[config.mk]
export PLATFORM = sky130hd
export DESIGN_NAME = vscale_dmem_bridge
export DESIGN_NICKNAME = d
export VERILOG_FILES = /design/src/rtl/vscale_dmem_bridge.sv
export SDC_FILE = /design/constraint.sdc
export NUM_CORES = 1
export LEC_CHECK = 0
export ABC_AREA = 1
export CAP_MARGIN = 10
export CORE_UTILIZATION = 35
export CTS_CLUSTER_DIAMETER = 120
export DETAILED_ROUTE_END_ITERATION = 12
export PLACE_DENSITY = 0.67
export REMOVE_ABC_BUFFERS = 1
export SETUP_SLACK_MARGIN = 0.15
export SYNTH_ARGS = -nofsm -noshare
export SYNTH_HDL_FRONTEND = slang
export SYNTH_SLANG_ARGS = --single-unit
[constraint.sdc]
create_clock -name clk -period 5.5 [get_ports clk]
set_clock_uncertainty 0.15 [all_clocks]
set_input_delay 1.375 -clock clk [delete_from_list [all_inputs] [get_ports clk]]
set_output_delay 1.375 -clock clk [all_outputs]
set_load 0.05 [all_outputs]
[src/rtl/vscale_dmem_bridge.sv]
// rtl/vscale_dmem_bridge.sv - split-phase core dmem port to valid/ready request/response bus bridge
// Optional response watchdog compiled in with VSCALE_DMEM_TIMEOUT_EN.
module vscale_dmem_bridge #(
  parameter int ADDR_W         = 32,
  parameter int DATA_W         = 32,
  parameter int TIMEOUT_CYCLES = 255
) (
  input  logic              clk,
  input  logic              reset,
  input  logic              dmem_en,
  input  logic              dmem_wen,
  input  logic [2:0]        dmem_size,
  input  logic [ADDR_W-1:0] dmem_addr,
  input  logic [DATA_W-1:0] dmem_wdata_delayed,
  output logic [DATA_W-1:0] dmem_rdata,
  output logic              dmem_wait,
  output logic              dmem_badmem_e,
  output logic              bus_req_valid,
  input  logic              bus_req_ready,
  output logic              bus_req_wen,
  output logic [ADDR_W-1:0] bus_req_addr,
  output logic [DATA_W-1:0] bus_req_wdata,
  output logic [3:0]        bus_req_wstrb,
  input  logic              bus_resp_valid,
  input  logic [DATA_W-1:0] bus_resp_rdata,
  input  logic              bus_resp_err
);

  typedef enum logic [2:0] {IDLE, DATA, REQ, RESP, DONE, ERR} state_t;

  state_t     state;
  logic       accept;
  logic       misaligned;
  logic [3:0] strb_next;
  logic       unused_size_msb;

  assign unused_size_msb = dmem_size[2];

  // Size encoding 3 is reserved; it is treated as a word access.
  always_comb begin
    accept     = dmem_en && (state == IDLE || state == DONE || state == ERR);
    misaligned = ((dmem_size[1:0] == 2'd1) && dmem_addr[0]) ||
                 (dmem_size[1] && (dmem_addr[1:0] != 2'b00));
    case (dmem_size[1:0])
      2'd0:    strb_next = 4'b0001 << dmem_addr[1:0];
      2'd1:    strb_next = 4'b0011 << dmem_addr[1:0];
      default: strb_next = 4'b1111;
    endcase
  end

`ifdef VSCALE_DMEM_TIMEOUT_EN
  localparam int TCNT_W = $clog2(TIMEOUT_CYCLES + 1);
  localparam logic [TCNT_W-1:0] TCNT_LAST = TCNT_W'(TIMEOUT_CYCLES - 1);

  logic [TCNT_W-1:0] tcount;
  logic              timeout_hit;

  assign timeout_hit = (tcount == TCNT_LAST);

  // DATA always precedes REQ, so clearing there restarts the count on REQ entry.
  always_ff @(posedge clk or posedge reset) begin
    if (reset) begin
      tcount <= '0;
    end else if (state == DATA) begin
      tcount <= '0;
    end else if (state == REQ || state == RESP) begin
      tcount <= tcount + TCNT_W'(1);
    end
  end
`else
  localparam int unused_timeout_cycles = TIMEOUT_CYCLES;
`endif

  always_ff @(posedge clk or posedge reset) begin
    if (reset) begin
      state         <= IDLE;
      dmem_rdata    <= '0;
      dmem_wait     <= 1'b0;
      dmem_badmem_e <= 1'b0;
      bus_req_valid <= 1'b0;
      bus_req_wen   <= 1'b0;
      bus_req_addr  <= '0;
      bus_req_wdata <= '0;
      bus_req_wstrb <= 4'b0000;
    end else begin
      dmem_badmem_e <= 1'b0;
      case (state)
        IDLE, DONE, ERR: begin
          dmem_wait     <= 1'b0;
          bus_req_valid <= 1'b0;
          if (accept) begin
            bus_req_wen   <= dmem_wen;
            bus_req_addr  <= {dmem_addr[ADDR_W-1:2], 2'b00};
            bus_req_wstrb <= strb_next;
            if (misaligned) begin
              state         <= ERR;
              dmem_badmem_e <= 1'b1;
            end else begin
              state     <= DATA;
              dmem_wait <= 1'b1;
            end
          end else begin
            state <= IDLE;
          end
        end
        DATA: begin
          if (bus_req_wen) begin
            bus_req_wdata <= dmem_wdata_delayed;
          end
          bus_req_valid <= 1'b1;
          state         <= REQ;
        end
        REQ: begin
          if (bus_req_ready) begin
            bus_req_valid <= 1'b0;
            state         <= RESP;
          end
`ifdef VSCALE_DMEM_TIMEOUT_EN
          else if (timeout_hit) begin
            bus_req_valid <= 1'b0;
            dmem_wait     <= 1'b0;
            dmem_badmem_e <= 1'b1;
            state         <= ERR;
          end
`endif
        end
        RESP: begin
          if (bus_resp_valid) begin
            dmem_wait <= 1'b0;
            if (bus_resp_err) begin
              dmem_badmem_e <= 1'b1;
              state         <= ERR;
            end else begin
              if (!bus_req_wen) begin
                dmem_rdata <= bus_resp_rdata;
              end
              state <= DONE;
            end
          end
`ifdef VSCALE_DMEM_TIMEOUT_EN
          else if (timeout_hit) begin
            dmem_wait     <= 1'b0;
            dmem_badmem_e <= 1'b1;
            state         <= ERR;
          end
`endif
        end
        default: begin
          dmem_wait     <= 1'b0;
          bus_req_valid <= 1'b0;
          state         <= IDLE;
        end
      endcase
    end
  end

endmodule

==> flow_summary.ini <==
[run_status]
status = finished, final reports clean

[place]
io_buffers = 206
place_area_um2 = 6570
place_congestion = 0.817
dp.cells = 835
hpwlAfterDp_mm = 7.76

[clock_network]
clock_path_buffers = 2
cts-root-buf = clkbuf_16
cts_hold_buf = 0
cts_setup_buffers = 0
cts_buffers = 9
tritoncts = done
clock_latency_ps = 330
cts-htree-levels = 3
clk_pin_slew_worst_paths_ps = 60
cts.sinks = 105
postCtsResizedCells = 0

[routing]
post_drt_wl_per_cell_um = 12.6
wirelength_mm = 10.7
postRouteAntennaNets = 0
via_per_inst = 4.31
drt_iter0_drc = 171
drc = 0
firstDrtPassIters = 4
vias = 3657

[timing]
post-route-period-util_pct = 57.5
whs_ps = 326
drv_slew = 0
finalSetupTns_ps = 0
hold_violations = 0
grt_setup_unrepaired = no
setup_viol = 0
max_clock_freq_ghz = 0.316
min_period_ps = 3160
max_slew.worst_pin.slew_ps = 878
max_slew_margin_pct = 41.5

[grt]
track_usage_pct = 16.9
grt_pass1_wl_mm = 17.3
antenna_found_initial = 0
grt_max_degree = 65
grt-ovfl-total = 0
grt_pass1_vias = 3596

[worst_setup_path]
max_stage_delay_ps = 870
crit_chain = clkdlybuf4s50_1
critPathLaunchType = flip-flop
crit_arrival_ps = 1640
critPathRequiredTime_ps = 3970
crit_type = reg -> out
crit_fanout = 4
r2r_setup_slack_ps = 3510
crit_family = buffers and inverters
cp_num_buf_inv = 1
worst_path_max_delay_cell = clkdlybuf4s50_1
crit_path_end_kind = output pin

[synthesis]
synthSimpleGateAreaFrac_pct = 19.6
ys_ff_latch = 105
syn_inst = 478
avgSynthCellArea_um2 = 9.34
synth_xor_area_share_pct = 0
yosysWarnings = 0
synth_seq_area_share_pct = 58.8
synth_compound_area_share_pct = 10.7
syn_area_um2 = 4470
synth_cell_types = 23
synth_mux_area_share_pct = 0
synth_fa_ha_area_share_pct = 0
synth_top_family_by_area = simple AND/OR/NAND/NOR gates

[floorplan]
core_um2 = 12200
die_area_um2 = 13200
start_util_pct = 36.6
fp-row-count = 40
die_h_um = 115
ios = 210
die_w_um = 115

[finish]
fillers = 1139
antenna_cells = 0
area_growth_pct = 54.1
nets = 784
fin_cells = 849
final_area_um2 = 6880
drive_gt1_share_pct = 10.1

[run]
max-cap-violations = 0

[power]
internal_power_w = 0.00240
p_seq_share_pct = 28.5
power_density_nw_per_um2 = 675
switching_power_w = 0.00225
pwr-share-clk_pct = 14.7
netSwitchingFraction_pct = 48.5
p_leak_nw = 3.40
ir_drop_uv = 296
pwr-share-comb_pct = 56.8

[hold_path]
hp-class = reg -> reg
path summary, 6_finish.rpt:
kind,startpoint,end,cells after the start
max reg2reg,state[0],dmem_rdata[10],5
min in group asynchronous,reset,bus_req_wdata[23],2
min reg2reg,bus_req_addr[4],bus_req_addr[4],2
max,bus_req_wen,bus_req_wen,1
max in group asynchronous,reset,dmem_rdata[10],3
min,bus_req_addr[4],bus_req_addr[4],2
final cells by class:
type	instances	area [µm²]	share of cell area [%]
Inverter	76	288	4.18
Multi-Input combinational cell	278	1360	19.8
Clock inverter	3	65.1	0.945
Timing Repair Buffer	208	2080	30.2
Sequential cell	105	2630	38.2
Clock buffer	11	253	3.67
Tap cell	168	210	3.05
power by group through the flow:
stage / clock [W] / combinational [W] / sequential [W]
CTS: 0.000705 / 0.00267 / 0.00133
floorplan: 0 / 0.000535 / 0.00252
global placement: 0 / 0.00263 / 0.00132
global route: 0.000733 / 0.00280 / 0.00137
finish: 0.000683 / 0.00264 / 0.00133
detailed placement: 0 / 0.00266 / 0.00134
cells in the mapped netlist, drive strengths merged:
cell	count	area, µm²
a21oi	2	10.0
buf	20	195
conb	1	3.75
dfrtp	105	2630
inv	76	285
nand2	190	746
nand3	8	70.1
nand3b	1	7.51
nand4	1	6.26
nor2	5	42.5
nor3	1	5.00
o21ai	68	468
cell families after synthesis:
family / after synthesis
and+or+nand+nor: 206
DFF: 105
buffers and inverters: 96
AOI/OAI and AO/OA: 70
other: 1
state kept, by name, indices dropped and copies added (netlist names):
signal         cells
dmem_wait          1
bus_req_wdata     32
bus_req_wstrb      4
state              3
bus_req_addr      30
bus_req_wen        1
dmem_badmem_e      1
bus_req_valid      1
dmem_rdata        32
worst reg2reg max path, stage by stage (launching register included):
cell     delay, ps
dfrtp_1        420
nand2_2        100
nor2_4         150
nand3_4        620
nand2_1        340
o21ai_2         70
cells in the final DEF (no fill, tap or decap):
| cell type | count |
|---|---|
| clkbuf_8 | 2 |
| nand3b_1 | 1 |
| clkinv_2 | 1 |
| buf_4 | 2 |
| nand3_4 | 2 |
| conb_1 | 2 |
| inv_1 | 73 |
| bufinv_16 | 2 |
| o21ai_1 | 6 |
| nor2_8 | 1 |
| clkdlybuf4s50_1 | 206 |
| dfrtp_1 | 105 |
| inv_4 | 1 |
| nand3_2 | 1 |
| nand2_1 | 179 |
| nand3_1 | 5 |
| nor3_1 | 1 |
| nand4_1 | 1 |
| nand2_2 | 10 |
| a21oi_1 | 2 |
| clkbuf_16 | 9 |
| nor2_1 | 3 |
| nor2_4 | 1 |
| o21ai_0 | 28 |
| nand2_4 | 1 |
| o21ai_2 | 34 |
| inv_2 | 2 |
per-layer routing:
| metal | track usage, % | vias up | routed length (µm) |
|---|---|---|---|
| li1 | - | 1833 | - |
| met5 | 0 | - | 0 |
| met1 | 20.6 | 1676 | 4410 |
| met3 | 4.32 | 19 | 758 |
| met4 | 7.88 | 0 | 252 |
| met2 | 28.0 | 129 | 5240 |
metrics by stage:
stage | util (%) | setup slack (ps) | total power, W
final | 56.4 | 2340 | 0.00465
after global routing | 56.4 | 2280 | 0.00490
after CTS | 56.4 | 2310 | 0.00470
after detailed placement | 53.8 | 2110 | 0.00400
after global placement | 53.8 | 2160 | 0.00395
after floorplan | - | 1210 | 0.00306
No activity file was read; power rests on OpenSTA's default activity.
